[src/rtl/instruction_fetch_pkg.sv]
// Shared constants, FSM state encoding and IF/ID entry layout for the fetch stage.
package instruction_fetch_pkg;

  localparam logic [31:0] NOP_INSTR_DEFAULT    = 32'h0000_0013;  // addi x0,x0,0
  localparam logic [63:0] RESET_VECTOR_DEFAULT = 64'h0000_0000_0000_0000;

  typedef enum logic [1:0] {
    ST_RESET_WAIT = 2'b00,
    ST_REQ        = 2'b01,
    ST_WAIT       = 2'b10,
    ST_HALT       = 2'b11
  } fetch_state_e;

  // One fetched instruction together with its address (96 bits).
  typedef struct packed {
    logic [63:0] pc;
    logic [31:0] instr;
  } ifid_entry_t;

  // No compressed instructions, so any nonzero low bit is a fault.
  function automatic logic is_misaligned(input logic [63:0] pc);
    return pc[1:0] != 2'b00;
  endfunction

endpackage

[src/rtl/fetch_skid_buffer.sv]
// One-entry holding register for a response that arrives while decode is stalled.
module fetch_skid_buffer
  import instruction_fetch_pkg::*;
(
  input  logic        clk_i,
  input  logic        rst_i,
  input  ifid_entry_t data_i,
  input  logic        load_i,
  input  logic        unload_i,
  input  logic        clear_i,
  output logic        full_o,
  output ifid_entry_t data_o
);

  logic        full_q;
  ifid_entry_t data_q;

  // Occupancy flag and payload; clear wins over load, load wins over unload.
  always_ff @(posedge clk_i or posedge rst_i) begin
    if (rst_i) begin
      full_q <= 1'b0;
      data_q <= '0;
    end else begin
      if (clear_i)       full_q <= 1'b0;
      else if (load_i)   full_q <= 1'b1;
      else if (unload_i) full_q <= 1'b0;
      if (load_i && !clear_i) data_q <= data_i;
    end
  end

  assign full_o = full_q;
  assign data_o = data_q;

endmodule

[src/rtl/instruction_fetch.sv]
// Fetch stage: single-outstanding instruction memory requests, IF/ID register,
// skid buffer for stalls, redirect with response dropping, misaligned halt.
module instruction_fetch
  import instruction_fetch_pkg::*;
#(
  parameter logic [63:0] RESET_VECTOR = RESET_VECTOR_DEFAULT,
  parameter logic [31:0] NOP_INSTR    = NOP_INSTR_DEFAULT
) (
  input  logic        clk_in,
  input  logic        rst_in,
  output logic        imem_req_out,
  output logic [63:0] imem_addr_out,
  input  logic        imem_ready_in,
  input  logic        imem_rvalid_in,
  input  logic [31:0] imem_rdata_in,
  input  logic        stall_in,
  input  logic        redirect_in,
  input  logic [63:0] redirect_pc_in,
  output logic [31:0] instr_out,
  output logic [63:0] pc_out,
  output logic        valid_out,
  output logic        misaligned_out
);

  fetch_state_e state_q, state_d;
  logic [63:0]  fetch_pc_q, fetch_pc_d;
  logic         drop_q, drop_d;
  ifid_entry_t  ifid_q, ifid_d;
  logic         ifid_valid_q, ifid_valid_d;
  logic         misaligned_q, misaligned_d;

  logic         skid_load, skid_unload, skid_clear, skid_full;
  ifid_entry_t  skid_data, resp_entry;
  logic         handshake, resp;

  fetch_skid_buffer u_skid (
    .clk_i    (clk_in),
    .rst_i    (rst_in),
    .data_i   (resp_entry),
    .load_i   (skid_load),
    .unload_i (skid_unload),
    .clear_i  (skid_clear),
    .full_o   (skid_full),
    .data_o   (skid_data)
  );

  // State and IF/ID registers; reset forces every output to its idle value.
  always_ff @(posedge clk_in or posedge rst_in) begin
    if (rst_in) begin
      state_q      <= ST_RESET_WAIT;
      fetch_pc_q   <= RESET_VECTOR;
      drop_q       <= 1'b0;
      ifid_q       <= '{pc: 64'd0, instr: NOP_INSTR};
      ifid_valid_q <= 1'b0;
      misaligned_q <= 1'b0;
    end else begin
      state_q      <= state_d;
      fetch_pc_q   <= fetch_pc_d;
      drop_q       <= drop_d;
      ifid_q       <= ifid_d;
      ifid_valid_q <= ifid_valid_d;
      misaligned_q <= misaligned_d;
    end
  end

  // Next-state, request handshake and IF/ID / skid steering.
  always_comb begin
    state_d      = state_q;
    fetch_pc_d   = fetch_pc_q;
    drop_d       = drop_q;
    ifid_d       = ifid_q;
    ifid_valid_d = ifid_valid_q;
    misaligned_d = misaligned_q;
    skid_load    = 1'b0;
    skid_unload  = 1'b0;
    skid_clear   = 1'b0;

    // A full skid blocks new requests only while the stall persists: on the
    // release edge the skid drains into IF/ID and a request can go out.
    imem_req_out = (state_q == ST_REQ) && (!skid_full || !stall_in);
    handshake    = imem_req_out && imem_ready_in;
    resp         = (state_q == ST_WAIT) && imem_rvalid_in;
    // fetch_pc only moves on a response or redirect, so it is the response's PC.
    resp_entry   = '{pc: fetch_pc_q, instr: imem_rdata_in};

    if (redirect_in && state_q != ST_HALT) begin
      ifid_valid_d = 1'b0;
      ifid_d.instr = NOP_INSTR;
      skid_clear   = 1'b1;
      if (is_misaligned(redirect_pc_in)) begin
        state_d      = ST_HALT;
        misaligned_d = 1'b1;
        drop_d       = 1'b0;
      end else begin
        fetch_pc_d = redirect_pc_in;
        // Keep waiting for a still-outstanding (or just-accepted) request
        // so its stale response can be swallowed before refetching.
        if ((state_q == ST_WAIT && !imem_rvalid_in) || handshake) begin
          state_d = ST_WAIT;
          drop_d  = 1'b1;
        end else begin
          state_d = ST_REQ;
          drop_d  = 1'b0;
        end
      end
    end else begin
      case (state_q)
        ST_RESET_WAIT: state_d = ST_REQ;
        ST_REQ:        if (handshake) state_d = ST_WAIT;
        ST_WAIT: begin
          if (imem_rvalid_in) begin
            state_d = ST_REQ;
            if (drop_q) drop_d = 1'b0;
            else        fetch_pc_d = fetch_pc_q + 64'd4;
          end
        end
        default: state_d = state_q;
      endcase

      if (skid_full && !stall_in) begin
        ifid_d       = skid_data;
        ifid_valid_d = 1'b1;
        skid_unload  = 1'b1;
      end else if (resp && !drop_q) begin
        if (ifid_valid_q && stall_in) begin
          skid_load = 1'b1;
        end else begin
          ifid_d       = resp_entry;
          ifid_valid_d = 1'b1;
        end
      end else if (!stall_in) begin
        ifid_valid_d = 1'b0;
        ifid_d.instr = NOP_INSTR;
      end
    end
  end

  assign imem_addr_out  = {fetch_pc_q[63:2], 2'b00};
  assign instr_out      = ifid_q.instr;
  assign pc_out         = ifid_q.pc;
  assign valid_out      = ifid_valid_q;
  assign misaligned_out = misaligned_q;

endmodule

[config.mk]
export PLATFORM = sky130hd
export DESIGN_NAME = instruction_fetch
export DESIGN_NICKNAME = d
export VERILOG_FILES = /design/src/rtl/instruction_fetch_pkg.sv /design/src/rtl/fetch_skid_buffer.sv /design/src/rtl/instruction_fetch.sv
export SDC_FILE = /design/constraint.sdc
export NUM_CORES = 1
export LEC_CHECK = 0
export CAP_MARGIN = 20
export CORE_MARGIN = 2
export CORE_UTILIZATION = 39
export CTS_BUF_LIST = sky130_fd_sc_hd__clkbuf_16
export DETAILED_ROUTE_END_ITERATION = 8
export PLACE_DENSITY = 0.62
export RECOVER_POWER = 25
export SYNTH_ARGS = -nofsm -noshare
export SYNTH_HDL_FRONTEND = slang
export SYNTH_SLANG_ARGS = --single-unit
export TNS_END_PERCENT = 30
[constraint.sdc]
create_clock -name clk_in -period 11.4 [get_ports clk_in]
set_clock_uncertainty 0.2 [all_clocks]
set_input_delay 3.42 -clock clk_in [delete_from_list [all_inputs] [get_ports clk_in]]
set_output_delay 3.42 -clock clk_in [all_outputs]
set_load 0.01 [all_outputs]
==> results of run 1 <==
==> worst paths after layout <==
kind                       cells after the start  slack (ps)           endpoint        from
setup / recovery                               3        2830       imem_req_out    stall_in
hold / removal                                 2         270          pc_out[9]   pc_out[9]
setup reg to reg                               6        7320     fetch_pc_q[58]  state_q[1]
hold reg to reg                                2         270          pc_out[9]   pc_out[9]
max in group asynchronous                      2        3580  u_skid.data_o[71]      rst_in
min in group asynchronous                      2        4820          pc_out[1]      rst_in
==> per-layer routing <==
layer | track usage | vias to the layer above
met5 | 0 | -
met4 | 0.0689 | 4
met3 | 0.0468 | 52
met2 | 0.339 | 311
met1 | 0.292 | 4966
li1 | - | 4730
==> cells in the final DEF (no fill, tap or decap), types with 22 or more instances in the layout <==
cell,n
a21oi_1,74
a22oi_1,30
dfrtp_1,259
nand4_1,22
nand3_1,29
nor3_1,27
mux2i_1,62
nor2_1,119
mux2_2,96
o21ai_0,94
dlygate4sd3_1,38
clkdlybuf4s50_1,224
nand2_1,115
clkbuf_16,29
==> flip-flops by register name, indices dropped and copies added (netlist names) <==
signal / flops
u_skid.data_o: 96
fetch_pc_q: 64
pc_out: 64
instr_out: 32
state_q: 2
drop_q: 1
misaligned_out: 1
u_skid.full_o: 1
valid_out: 1
==> through the flow <==
stage / setup WS, ps / std cells
2_1_floorplan: 573 / 1239
3_3_place_gp: 2930 / 1811
3_5_place_dp: 2920 / 1811
4_1_cts: 2920 / 1864
5_1_grt: 2700 / 1869
6_report: 2830 / 1870
==> where the power goes <==
group,internal (W),switching [W]
registers,0.000969,0.0000700
logic,0.000131,0.000104
clock network,0.000597,0.000389
==> kinds of logic after synthesis <==
logic type,Yosys count
and+or+nand+nor,382
AOI/OAI and AO/OA,277
DFF,262
muxes,158
buffers and inverters,155
xor gates and xnor gates,2
adders and majority gates,1
other,1
==> critical path: cells and delay by family <==
family	cells	cell delay (ps)
buffers and inverters	2	1230
AOI/OAI and AO/OA	1	300
==> layout make-up <==
class	count	area share
sequential	262	0.403
clock inverter	24	0.0166
multi-input combinational	822	0.330
clock buffer	29	0.0446
timing repair buffer	277	0.169
inverter	9	0.00215
tap	442	0.0340
antenna	5	0.000769
==> report_table.html, run 1 <==
<table>
<tr><th>Metric</th><th>Value</th></tr>
<tr><th colspan="2">Outcome</th></tr>
<tr><td>Run status</td><td>finished with violations</td></tr>
<tr><td>Violations in the final reports</td><td>capacitance limit, slew limit</td></tr>
<tr><th colspan="2">Floorplan</th></tr>
<tr><td>Effective utilization at floorplan</td><td>0.394</td></tr>
<tr><td>Die boundary height</td><td>185 µm</td></tr>
<tr><td>Placement row count</td><td>66</td></tr>
<tr><td>Horiz. Die Dim</td><td>around 180 µm</td></tr>
<tr><td>Core Area</td><td>~32000 µm²</td></tr>
<tr><td>Total die area</td><td>around 34000 µm²</td></tr>
<tr><td>Number of primary I/O pins</td><td>265</td></tr>
<tr><th colspan="2">Route</th></tr>
<tr><td>Starting DRC count in detailed routing</td><td>between 600 and 700</td></tr>
<tr><td>Avg WL per Cell</td><td>around 20 µm</td></tr>
<tr><td>Metal2 WL</td><td>roughly 17000 µm</td></tr>
<tr><td>Met1 layer wirelength in the final routing</td><td>16500 µm</td></tr>
<tr><td>Uppermost signal routing layer after detailed routing</td><td>met5</td></tr>
<tr><td>Total Routed Length</td><td>roughly 37000 µm</td></tr>
<tr><td>Via-per-instance ratio</td><td>between 5 and 6</td></tr>
<tr><td>Vias</td><td>a little over 10000</td></tr>
<tr><td>Met3 wire length</td><td>between 2000 and 2500 µm</td></tr>
<tr><td>Router iterations before antenna repair</td><td>7</td></tr>
<tr><td>Antenna violation net count after detailed routing</td><td>0</td></tr>
<tr><td>Detailed-route DRC error count</td><td>0</td></tr>
<tr><th colspan="2">Critical path</th></tr>
<tr><td>Crit path capture type</td><td>primary output</td></tr>
<tr><td>Slowest cell on the critical path</td><td>dlygate4sd3_1</td></tr>
<tr><td>Cell-by-cell listing of the critical path</td><td>dlygate4sd3_1 -&gt; a211oi_1 -&gt; clkdlybuf4s50_1</td></tr>
<tr><td>Max stage delay on crit path</td><td>640 ps</td></tr>
<tr><td>Maximum fanout encountered on the critical timing path</td><td>6</td></tr>
<tr><td>Kind of critical path</td><td>in2out</td></tr>
<tr><td>Type of origin of the critical path</td><td>primary input</td></tr>
<tr><td>Required time worst endpoint</td><td>roughly 7800 ps</td></tr>
<tr><td>CP Data Arrival Time</td><td>a little under 5000 ps</td></tr>
<tr><th colspan="2">Clock network</th></tr>
<tr><td>Resize count post-CTS</td><td>0</td></tr>
<tr><td>H-tree Lvls</td><td>1</td></tr>
<tr><td>Post CTS Setup Buffer Count</td><td>0</td></tr>
<tr><td>Cts bufs inserted</td><td>29</td></tr>
<tr><td>Latest clock arrival within the worst-skew pair</td><td>approximately 540 ps</td></tr>
<tr><td>Hold buffer count at CTS</td><td>0</td></tr>
<tr><td>Maximum count of clock buffers along a single path</td><td>3</td></tr>
<tr><td>Total clock sinks</td><td>between 200 and 300</td></tr>
<tr><td>CTS root buf</td><td>clkbuf_16</td></tr>
<tr><td>Clock-pin slew reported for the worst setup and hold paths after clock tree synthesis</td><td>60 ps</td></tr>
<tr><td>CTS tree</td><td>yes</td></tr>
<tr><th colspan="2">Final layout</th></tr>
<tr><td>Final Cell Area</td><td>around 16000 µm²</td></tr>
<tr><td>Total number of nets in the final design</td><td>~1500</td></tr>
<tr><td>Fill cell count</td><td>roughly 3000</td></tr>
<tr><td>Share of cells above drive strength 1</td><td>0.140</td></tr>
<tr><td>Area added between synthesis and finish</td><td>27.5%</td></tr>
<tr><td>Sequential cell area in the final layout</td><td>6560 µm²</td></tr>
<tr><td>Combined area of the multi-input logic cells</td><td>between 5000 and 6000 µm²</td></tr>
<tr><td>Core occupancy in the finished layout</td><td>0.503</td></tr>
<tr><th colspan="2">Synth</th></tr>
<tr><td>Number of register bits inferred by synthesis</td><td>approximately 260</td></tr>
<tr><td>Library cell with the highest instance count after synthesis</td><td>dfrtp_1</td></tr>
<tr><td>Area share of fa/ha/maj cells after synthesis</td><td>0.000980</td></tr>
<tr><td>Number of enable-type register cells in the synthesized netlist</td><td>0</td></tr>
<tr><td>Dominant cells by area after synthesis</td><td>dfrtp_1 (51%), mux2_2 (8.5%), mux2i_1 (4.9%)</td></tr>
<tr><td>Average size of a mapped cell</td><td>~10 µm²</td></tr>
<tr><td>Simple-gate share of the synthesized area</td><td>0.148</td></tr>
<tr><td>Post-synthesis async set-or-reset flop share</td><td>1.00</td></tr>
<tr><td>Dominant cell type by area after synthesis</td><td>dfrtp_1</td></tr>
<tr><td>Main combinational cell family by area after synthesis</td><td>simple AND/OR/NAND/NOR gates</td></tr>
<tr><td>Parity-gate share of the synthesized area counting xor and xnor cells</td><td>0.00137</td></tr>
<tr><td>Synth cell count leaders</td><td>dfrtp_1 (259), nor2_1 (122), nand2_1 (116)</td></tr>
<tr><td>Synth warn</td><td>0</td></tr>
<tr><td>Area share of the largest cell type after synthesis</td><td>0.508</td></tr>
<tr><td>Number of standard cells after synthesis</td><td>between 1000 and 1500</td></tr>
<tr><td>Post-synth design cell area</td><td>12800 µm²</td></tr>
<tr><td>Synth unique cells</td><td>63</td></tr>
<tr><td>Synth Flop Type</td><td>dfrtp_1</td></tr>
<tr><td>Fraction of the yosys area taken by sequential cells</td><td>0.514</td></tr>
<tr><td>Multiplexer share of the synthesized area</td><td>0.133</td></tr>
<tr><td>Compound-gate portion of the synthesized area</td><td>0.133</td></tr>
<tr><th colspan="2">Global route</th></tr>
<tr><td>Wire length of the first global-routing pass</td><td>between 50000 and 60000 µm</td></tr>
<tr><td>GRT overflow</td><td>0</td></tr>
<tr><td>Antenna violations before repair</td><td>7</td></tr>
<tr><td>Pin count of the biggest net entering global routing</td><td>142</td></tr>
<tr><td>Aggregate global-route resource usage</td><td>0.214</td></tr>
<tr><td>Via count of the first global-routing pass</td><td>9946</td></tr>
<tr><th colspan="2">Run</th></tr>
<tr><td>Reported max-cap violation count</td><td>2</td></tr>
<tr><th colspan="2">Timing</th></tr>
<tr><td>Final worst hold slack</td><td>approximately 270 ps</td></tr>
<tr><td>Final worst path period share</td><td>0.752</td></tr>
<tr><td>Total negative slack for setup checks</td><td>0 ps</td></tr>
<tr><td>Max-slew violation count</td><td>between 150 and 200</td></tr>
<tr><td>Unrepaired setup endpoints after global routing</td><td>no</td></tr>
<tr><td>Peak Freq</td><td>approximately 0.12 GHz</td></tr>
<tr><td>Max_slew headroom</td><td>-2.76</td></tr>
<tr><td>Hold Vio Cnt, Final</td><td>0</td></tr>
<tr><td>Transition time of the tightest slew-check pin</td><td>5650 ps</td></tr>
<tr><td>Min Clock Period, post-route</td><td>8570 ps</td></tr>
<tr><td>Final setup violation count</td><td>0</td></tr>
<tr><th colspan="2">Placed design</th></tr>
<tr><td>Area after detailed placement</td><td>approximately 15000 µm²</td></tr>
<tr><td>DPL Wire Length</td><td>between 20000 and 25000 µm</td></tr>
<tr><td>Number of port buffers</td><td>approximately 260</td></tr>
<tr><td>Gp weighted congestion</td><td>about 0.83</td></tr>
<tr><th colspan="2">Power and ir drop</th></tr>
<tr><td>PwrDens</td><td>~140 nW/µm²</td></tr>
<tr><td>Total power after layout</td><td>between 0.002 and 0.0025 W</td></tr>
<tr><td>Static leakage power</td><td>~7.3 nW</td></tr>
<tr><td>Highest ir drop seen on vdd</td><td>between 0.1 and 0.15 mV</td></tr>
<tr><th colspan="2">Hold path</th></tr>
<tr><td>Path class of the lowest-slack min-delay path</td><td>reg2reg</td></tr>
</table>
Note: power is estimated with default switching activity, not from simulation.
==> inputs of run 2 (changes only) <==
- PLACE_DENSITY: 0.62 -> 0.64
- clock period: 11.4 -> 7.8 ns (I/O delays scaled with it)
==> run 2 against run 1 <==
The flow still finishes with violations (capacitance limit, slew limit). Largest cell class unchanged. Via count rose by 1.3%. Total power grew 41%. Critical endpoint unchanged. Sequential share of layout area rose by 0.17 points. Sequential power up 46%. Clock power is 34% higher. Final cell count shrank 0.11%. Die area stayed put. Cell area down 0.41%.
==> report_table.html, run 2 (synthesis results as in run 1) <==
<table>
<tr><th>Metric</th><th>Value</th></tr>
<tr><th colspan="2">Outcome</th></tr>
<tr><td>Run status</td><td>finished with violations</td></tr>
<tr><td>Violations in the final reports</td><td>capacitance limit, slew limit</td></tr>
<tr><th colspan="2">Critical path</th></tr>
<tr><td>Max stage delay on crit path</td><td>roughly 650 ps</td></tr>
<tr><td>Type of origin of the critical path</td><td>primary input</td></tr>
<tr><td>Cell class contributing the biggest share of worst-path delay</td><td>buffers and inverters</td></tr>
<tr><td>Worst Setup SP</td><td>stall_in</td></tr>
<tr><td>CP Data Arrival Time</td><td>approximately 3900 ps</td></tr>
<tr><td>Cell-by-cell listing of the critical path</td><td>dlygate4sd3_1 -&gt; a211oi_1 -&gt; clkdlybuf4s50_1</td></tr>
<tr><td>Crit path capture type</td><td>primary output</td></tr>
<tr><td>Slowest cell on the critical path</td><td>dlygate4sd3_1</td></tr>
<tr><td>Capturing instance or port of the critical path</td><td>imem_req_out</td></tr>
<tr><td>Maximum fanout encountered on the critical timing path</td><td>6</td></tr>
<tr><td>R2r worst-path depth</td><td>5</td></tr>
<tr><td>Kind of critical path</td><td>in2out</td></tr>
<tr><td>Worst r2r src</td><td>state_q[1]</td></tr>
<tr><td>FF-to-FF End</td><td>fetch_pc_q[41]</td></tr>
<tr><td>Cell depth of the worst setup path</td><td>3</td></tr>
<tr><td>Required time worst endpoint</td><td>5260 ps</td></tr>
<tr><td>Combined buffer and inverter count along the critical path</td><td>2</td></tr>
<tr><td>Reg2reg setup slack</td><td>about 4400 ps</td></tr>
<tr><th colspan="2">Floorplan</th></tr>
<tr><td>Effective utilization at floorplan</td><td>0.394</td></tr>
<tr><td>Core Area</td><td>32400 µm²</td></tr>
<tr><td>Placement row count</td><td>66</td></tr>
<tr><td>Horiz. Die Dim</td><td>about 180 µm</td></tr>
<tr><td>Total die area</td><td>approximately 34000 µm²</td></tr>
<tr><td>Number of primary I/O pins</td><td>about 270</td></tr>
<tr><td>Die boundary height</td><td>~180 µm</td></tr>
<tr><th colspan="2">Power and ir drop</th></tr>
<tr><td>PwrDens</td><td>196 nW/µm²</td></tr>
<tr><td>Internal power contribution</td><td>approximately 0.0024 W</td></tr>
<tr><td>Total power after layout</td><td>~0.0032 W</td></tr>
<tr><td>Comb power frac</td><td>0.108</td></tr>
<tr><td>Switching Fraction</td><td>0.252</td></tr>
<tr><td>Static leakage power</td><td>between 7 and 8 nW</td></tr>
<tr><td>Reg power frac</td><td>0.478</td></tr>
<tr><td>Highest ir drop seen on vdd</td><td>approximately 0.17 mV</td></tr>
<tr><td>Net switching power</td><td>roughly 0.00080 W</td></tr>
<tr><td>Clock network fraction of total power</td><td>0.414</td></tr>
<tr><th colspan="2">Timing</th></tr>
<tr><td>Unrepaired setup endpoints after global routing</td><td>no</td></tr>
<tr><td>Hold Vio Cnt, Final</td><td>0</td></tr>
<tr><td>Total negative slack for setup checks</td><td>0 ps</td></tr>
<tr><td>Max-slew violation count</td><td>about 120</td></tr>
<tr><td>Final setup violation count</td><td>0</td></tr>
<tr><td>Min Clock Period, post-route</td><td>between 6000 and 7000 ps</td></tr>
<tr><td>Final worst path period share</td><td>0.824</td></tr>
<tr><td>Peak Freq</td><td>between 0.15 and 0.2 GHz</td></tr>
<tr><td>Transition time of the tightest slew-check pin</td><td>roughly 3800 ps</td></tr>
<tr><td>Max_slew headroom</td><td>-1.53</td></tr>
<tr><th colspan="2">Route</th></tr>
<tr><td>Total Routed Length</td><td>37200 µm</td></tr>
<tr><td>Detailed-route DRC error count</td><td>0</td></tr>
<tr><td>Starting DRC count in detailed routing</td><td>between 800 and 900</td></tr>
<tr><td>Vias</td><td>approximately 10000</td></tr>
<tr><td>Avg WL per Cell</td><td>19.9 µm</td></tr>
<tr><td>Router iterations before antenna repair</td><td>5</td></tr>
<tr><td>Antenna violation net count after detailed routing</td><td>0</td></tr>
<tr><td>Via-per-instance ratio</td><td>roughly 5.5</td></tr>
<tr><th colspan="2">Global route</th></tr>
<tr><td>Wire length of the first global-routing pass</td><td>slightly below 60000 µm</td></tr>
<tr><td>Antenna violations before repair</td><td>6</td></tr>
<tr><td>Aggregate global-route resource usage</td><td>0.215</td></tr>
<tr><td>Pin count of the biggest net entering global routing</td><td>111</td></tr>
<tr><td>GRT overflow</td><td>0</td></tr>
<tr><td>Via count of the first global-routing pass</td><td>~10000</td></tr>
<tr><th colspan="2">Clock network</th></tr>
<tr><td>Total clock sinks</td><td>between 200 and 300</td></tr>
<tr><td>Hold buffer count at CTS</td><td>0</td></tr>
<tr><td>Clock-pin slew reported for the worst setup and hold paths after clock tree synthesis</td><td>60 ps</td></tr>
<tr><td>Latest clock arrival within the worst-skew pair</td><td>about 550 ps</td></tr>
<tr><td>CTS tree</td><td>yes</td></tr>
<tr><td>Resize count post-CTS</td><td>0</td></tr>
<tr><td>CTS root buf</td><td>clkbuf_16</td></tr>
<tr><td>Maximum count of clock buffers along a single path</td><td>3</td></tr>
<tr><td>H-tree Lvls</td><td>1</td></tr>
<tr><td>Post CTS Setup Buffer Count</td><td>0</td></tr>
<tr><td>Cts bufs inserted</td><td>30</td></tr>
<tr><th colspan="2">Final layout</th></tr>
<tr><td>Flip-flop count of the largest register, all copies and words added</td><td>96</td></tr>
<tr><td>Highest-count cells in the layout ignoring fill and taps</td><td>clkdlybuf4s50_1 (260), dfrtp_1 (259), nor2_1 (119), nand2_1 (115), mux2_2 (96)</td></tr>
<tr><td>Share of cells above drive strength 1</td><td>0.134</td></tr>
<tr><td>Area added between synthesis and finish</td><td>27.0%</td></tr>
<tr><td>Most frequent standard cell in the layout excluding fill and tap cells</td><td>clkdlybuf4s50_1</td></tr>
<tr><td>Total number of nets in the final design</td><td>around 1500</td></tr>
<tr><td>Final Cell Area</td><td>16200 µm²</td></tr>
<tr><td>Non-filler cells in the finished layout</td><td>1868</td></tr>
<tr><th colspan="2">Placed design</th></tr>
<tr><td>Number of port buffers</td><td>about 260</td></tr>
<tr><td>Gp weighted congestion</td><td>0.843</td></tr>
<tr><td>Area after detailed placement</td><td>around 15000 µm²</td></tr>
<tr><td>DPL Wire Length</td><td>around 25000 µm</td></tr>
<tr><td>Placed cell count</td><td>1812</td></tr>
<tr><th colspan="2">Run</th></tr>
<tr><td>Reported max-cap violation count</td><td>2</td></tr>
<tr><th colspan="2">Hold path</th></tr>
<tr><td>Path class of the lowest-slack min-delay path</td><td>reg2reg</td></tr>
</table>
==> run 2: cell types whose count changed in the layout (fill, tap and decap cells not counted), sizes merged, moves of 4 or more <==
cell	delta
dlygate4sd3	-36
clkinv	-6
clkdlybuf4s50	+36
bufinv	-4
inv	+7
==> run 2: cell type report <==
| cell class | instances | area, µm² |
|---|---|---|
| diodes | 5 | 12.5 |
| clock buffers | 31 | 776 |
| clock inverters | 19 | 126 |
| fillers | 3046 | 16200 |
| inverters | 9 | 35.0 |
| multi-input cells | 822 | 5370 |
| flip-flops and latches | 262 | 6560 |
| well taps | 442 | 553 |
| repair buffers | 278 | 2770 |
==> run 2: how the worst min path moves through the flow <==
| stage | startpoint | end | cells after the start | slack, ps |
|---|---|---|---|---|
| after global placement | misaligned_out | misaligned_out | 1 | 250 |
| after floorplan | fetch_pc_q[0] | fetch_pc_q[0] | 1 | 270 |
| after CTS | misaligned_out | misaligned_out | 1 | 270 |
| final | misaligned_out | misaligned_out | 1 | 260 |
| after global routing | pc_out[8] | pc_out[8] | 2 | 300 |
| after detailed placement | misaligned_out | misaligned_out | 1 | 250 |
==> run 2: through the flow <==
stage | util | hold WS, ps | setup WS (ps)
6_report | 0.500 | 264 | 1370
5_1_grt | 0.500 | 298 | 784
4_1_cts | 0.500 | 269 | 1470
3_5_place_dp | 0.472 | 253 | 1460
3_3_place_gp | 0.472 | 253 | 1470
2_1_floorplan | - | 270 | 1810
==> run 2: layer usage <==
layer / GRT usage / wire length (µm)
met5: 0 / 26
met1: 0.295 / 16400
met2: 0.341 / 17400
met3: 0.0409 / 2330
met4: 0.0737 / 1020
==> run 2: power by group through the flow <==
stage               sequential, W  combinational (W)  clock (W)
floorplan                 0.00151           0.000197          0
global placement          0.00154           0.000342          0
detailed placement        0.00154           0.000347          0
CTS                       0.00152           0.000349    0.00135
global route              0.00153           0.000376    0.00141
finish                    0.00152           0.000344    0.00132
==> inputs of run 3 (changes only) <==
- PLACE_DENSITY: 0.64 -> 0.62
- clock period: 7.8 -> 6.5 ns (I/O delays scaled with it)
==> run 3 against run 2 <==
The flow still finishes with violations (capacitance limit, slew limit). Global-route usage shrank 0.060 points. Non-clock buffer count shrank 1. Die area is the same. Worst setup slack lost 410 ps. Via count shrank 0.14%. Critical path depth is the same. First-iteration DRC count shrank 4.5%.
==> report_table.html, run 3 (synthesis results as in run 1) <==
<table>
<tr><th>Metric</th><th>Value</th></tr>
<tr><th colspan="2">Placed design</th></tr>
<tr><td>Number of port buffers</td><td>between 200 and 300</td></tr>
<tr><td>DPL Wire Length</td><td>~25000 µm</td></tr>
<tr><td>Gp weighted congestion</td><td>~0.85</td></tr>
<tr><td>DP Worst Slack</td><td>954 ps</td></tr>
<tr><th colspan="2">Final layout</th></tr>
<tr><td>Share of cells above drive strength 1</td><td>0.140</td></tr>
<tr><td>Area added between synthesis and finish</td><td>27.9%</td></tr>
<tr><td>Highest-count cells in the layout ignoring fill and taps</td><td>clkdlybuf4s50_1 (261), dfrtp_1 (259), nor2_1 (119), nand2_1 (115), mux2_2 (96)</td></tr>
<tr><td>Flip-flop count of the largest register, all copies and words added</td><td>96</td></tr>
<tr><td>Total number of nets in the final design</td><td>around 1500</td></tr>
<tr><td>Most frequent standard cell in the layout excluding fill and tap cells</td><td>clkdlybuf4s50_1</td></tr>
<tr><td>Fill cell count</td><td>~3000</td></tr>
<tr><th colspan="2">Route</th></tr>
<tr><td>Vias</td><td>about 10000</td></tr>
<tr><td>Met3 wire length</td><td>2460 µm</td></tr>
<tr><td>Via-per-instance ratio</td><td>about 5.4</td></tr>
<tr><td>Total Routed Length</td><td>between 30000 and 40000 µm</td></tr>
<tr><td>Metal2 WL</td><td>between 15000 and 20000 µm</td></tr>
<tr><td>Antenna violation net count after detailed routing</td><td>0</td></tr>
<tr><td>Router iterations before antenna repair</td><td>5</td></tr>
<tr><td>Met1 layer wirelength in the final routing</td><td>between 15000 and 20000 µm</td></tr>
<tr><td>Uppermost signal routing layer after detailed routing</td><td>met5</td></tr>
<tr><td>Detailed-route DRC error count</td><td>0</td></tr>
<tr><td>Starting DRC count in detailed routing</td><td>~780</td></tr>
<tr><td>Avg WL per Cell</td><td>approximately 20 µm</td></tr>
<tr><th colspan="2">Timing</th></tr>
<tr><td>Max_slew headroom</td><td>-1.04</td></tr>
<tr><td>Final worst path period share</td><td>0.852</td></tr>
<tr><td>Final setup violation count</td><td>0</td></tr>
<tr><td>Total negative slack for setup checks</td><td>0 ps</td></tr>
<tr><td>Max-slew violation count</td><td>about 120</td></tr>
<tr><td>Transition time of the tightest slew-check pin</td><td>a little over 3000 ps</td></tr>
<tr><td>Hold Vio Cnt, Final</td><td>0</td></tr>
<tr><td>Unrepaired setup endpoints after global routing</td><td>no</td></tr>
<tr><td>Final worst setup slack</td><td>963 ps</td></tr>
<tr><td>Peak Freq</td><td>around 0.18 GHz</td></tr>
<tr><td>Min Clock Period, post-route</td><td>~5500 ps</td></tr>
<tr><th colspan="2">Clock network</th></tr>
<tr><td>CTS tree</td><td>yes</td></tr>
<tr><td>Total clock sinks</td><td>approximately 260</td></tr>
<tr><td>Resize count post-CTS</td><td>0</td></tr>
<tr><td>Clock-pin slew reported for the worst setup and hold paths after clock tree synthesis</td><td>60 ps</td></tr>
<tr><td>CTS root buf</td><td>clkbuf_16</td></tr>
<tr><td>H-tree Lvls</td><td>1</td></tr>
<tr><td>Cts bufs inserted</td><td>30</td></tr>
<tr><td>Maximum count of clock buffers along a single path</td><td>3</td></tr>
<tr><td>Post CTS Setup Buffer Count</td><td>0</td></tr>
<tr><td>Latest clock arrival within the worst-skew pair</td><td>around 560 ps</td></tr>
<tr><td>Hold buffer count at CTS</td><td>0</td></tr>
<tr><th colspan="2">Global route</th></tr>
<tr><td>Pin count of the biggest net entering global routing</td><td>between 100 and 150</td></tr>
<tr><td>Antenna violations before repair</td><td>9</td></tr>
<tr><td>Via count of the first global-routing pass</td><td>between 9000 and 10000</td></tr>
<tr><td>Aggregate global-route resource usage</td><td>0.214</td></tr>
<tr><td>Wire length of the first global-routing pass</td><td>between 50000 and 60000 µm</td></tr>
<tr><td>GRT overflow</td><td>0</td></tr>
<tr><th colspan="2">Power and ir drop</th></tr>
<tr><td>Reg power frac</td><td>0.453</td></tr>
<tr><td>Internal power contribution</td><td>0.00303 W</td></tr>
<tr><td>Switching Fraction</td><td>0.248</td></tr>
<tr><td>PwrDens</td><td>about 250 nW/µm²</td></tr>
<tr><td>Comb power frac</td><td>0.103</td></tr>
<tr><td>Net switching power</td><td>between 0.0009 and 0.001 W</td></tr>
<tr><td>Clock network fraction of total power</td><td>0.443</td></tr>
<tr><td>Highest ir drop seen on vdd</td><td>approximately 0.2 mV</td></tr>
<tr><td>Static leakage power</td><td>just over 7 nW</td></tr>
<tr><th colspan="2">Critical path</th></tr>
<tr><td>Type of origin of the critical path</td><td>primary input</td></tr>
<tr><td>Cell class contributing the biggest share of worst-path delay</td><td>buffers and inverters</td></tr>
<tr><td>Maximum fanout encountered on the critical timing path</td><td>6</td></tr>
<tr><td>Max stage delay on crit path</td><td>580 ps</td></tr>
<tr><td>Most numerous cell on the critical path</td><td>clkdlybuf4s50_1</td></tr>
<tr><td>Slowest cell on the critical path</td><td>clkdlybuf4s50_1</td></tr>
<tr><td>Combined buffer and inverter count along the critical path</td><td>2</td></tr>
<tr><td>Kind of critical path</td><td>in2out</td></tr>
<tr><td>Cell-by-cell listing of the critical path</td><td>clkdlybuf4s50_1 -&gt; a211oi_1 -&gt; clkdlybuf4s50_1</td></tr>
<tr><td>CP Data Arrival Time</td><td>3390 ps</td></tr>
<tr><td>Crit path capture type</td><td>primary output</td></tr>
<tr><td>Required time worst endpoint</td><td>4350 ps</td></tr>
<tr><th colspan="2">Floorplan</th></tr>
<tr><td>Die boundary height</td><td>~180 µm</td></tr>
<tr><td>Horiz. Die Dim</td><td>185 µm</td></tr>
<tr><td>Placement row count</td><td>66</td></tr>
<tr><td>Number of primary I/O pins</td><td>~270</td></tr>
<tr><td>Effective utilization at floorplan</td><td>0.394</td></tr>
<tr><td>Total die area</td><td>about 34000 µm²</td></tr>
<tr><td>Core Area</td><td>~32000 µm²</td></tr>
<tr><th colspan="2">Run</th></tr>
<tr><td>Reported max-cap violation count</td><td>1</td></tr>
<tr><th colspan="2">Outcome</th></tr>
<tr><td>Run status</td><td>finished with violations</td></tr>
<tr><td>Violations in the final reports</td><td>capacitance limit, slew limit</td></tr>
<tr><th colspan="2">Hold path</th></tr>
<tr><td>Path class of the lowest-slack min-delay path</td><td>reg2reg</td></tr>
</table>
-- run 3: metrics by stage --
| step | std cells | util | hold slack [ps] | power (W) | area [µm²] |
|---|---|---|---|---|---|
| 2_1_floorplan | 1239 | - | 270 | 0.00205 | 12800 |
| 3_3_place_gp | 1812 | 0.472 | 253 | 0.00227 | 15300 |
| 3_5_place_dp | 1812 | 0.472 | 258 | 0.00227 | 15300 |
| 4_1_cts | 1868 | 0.504 | 272 | 0.00407 | 16300 |
| 5_1_grt | 1876 | 0.504 | 301 | 0.00418 | 16300 |
| 6_report | 1876 | 0.504 | 265 | 0.00402 | 16300 |
-- run 3: layout make-up --
cell class / count / area [µm²] / share of cell area
clock buffers: 31 / 776 / 0.0475
repair buffers: 277 / 2750 / 0.168
diodes: 8 / 20.0 / 0.00123
flip-flops and latches: 262 / 6560 / 0.402
well taps: 442 / 553 / 0.0339
inverters: 9 / 35.0 / 0.00215
multi-input cells: 822 / 5370 / 0.329
clock inverters: 25 / 264 / 0.0162
-- run 3: final timing paths --
| path | startpoint | endpoint | slack, ps | depth (start not counted) |
|---|---|---|---|---|
| max | stall_in | imem_req_out | 960 | 3 |
| min | misaligned_out | misaligned_out | 270 | 1 |
| max reg2reg | state_q[1] | fetch_pc_q[53] | 3260 | 5 |
| min reg2reg | misaligned_out | misaligned_out | 270 | 1 |
| max in group asynchronous | rst_in | fetch_pc_q[63] | 1410 | 3 |
| min in group asynchronous | rst_in | pc_out[0] | 1940 | 3 |
-- run 3: routing by layer --
metal | GRT usage | up-vias
li1 | - | 4726
met1 | 0.300 | 5035
met2 | 0.329 | 348
met3 | 0.0419 | 64
met4 | 0.0800 | 2
met5 | 0 | -
-- run 3: power by group through the flow --
stage	Combinational [W]	Sequential, W	Clock, W
2_1_floorplan	0.000237	0.00181	0
3_3_place_gp	0.000415	0.00185	0
3_5_place_dp	0.000422	0.00185	0
4_1_cts	0.000424	0.00182	0.00182
5_1_grt	0.000456	0.00184	0.00189
6_report	0.000416	0.00182	0.00178
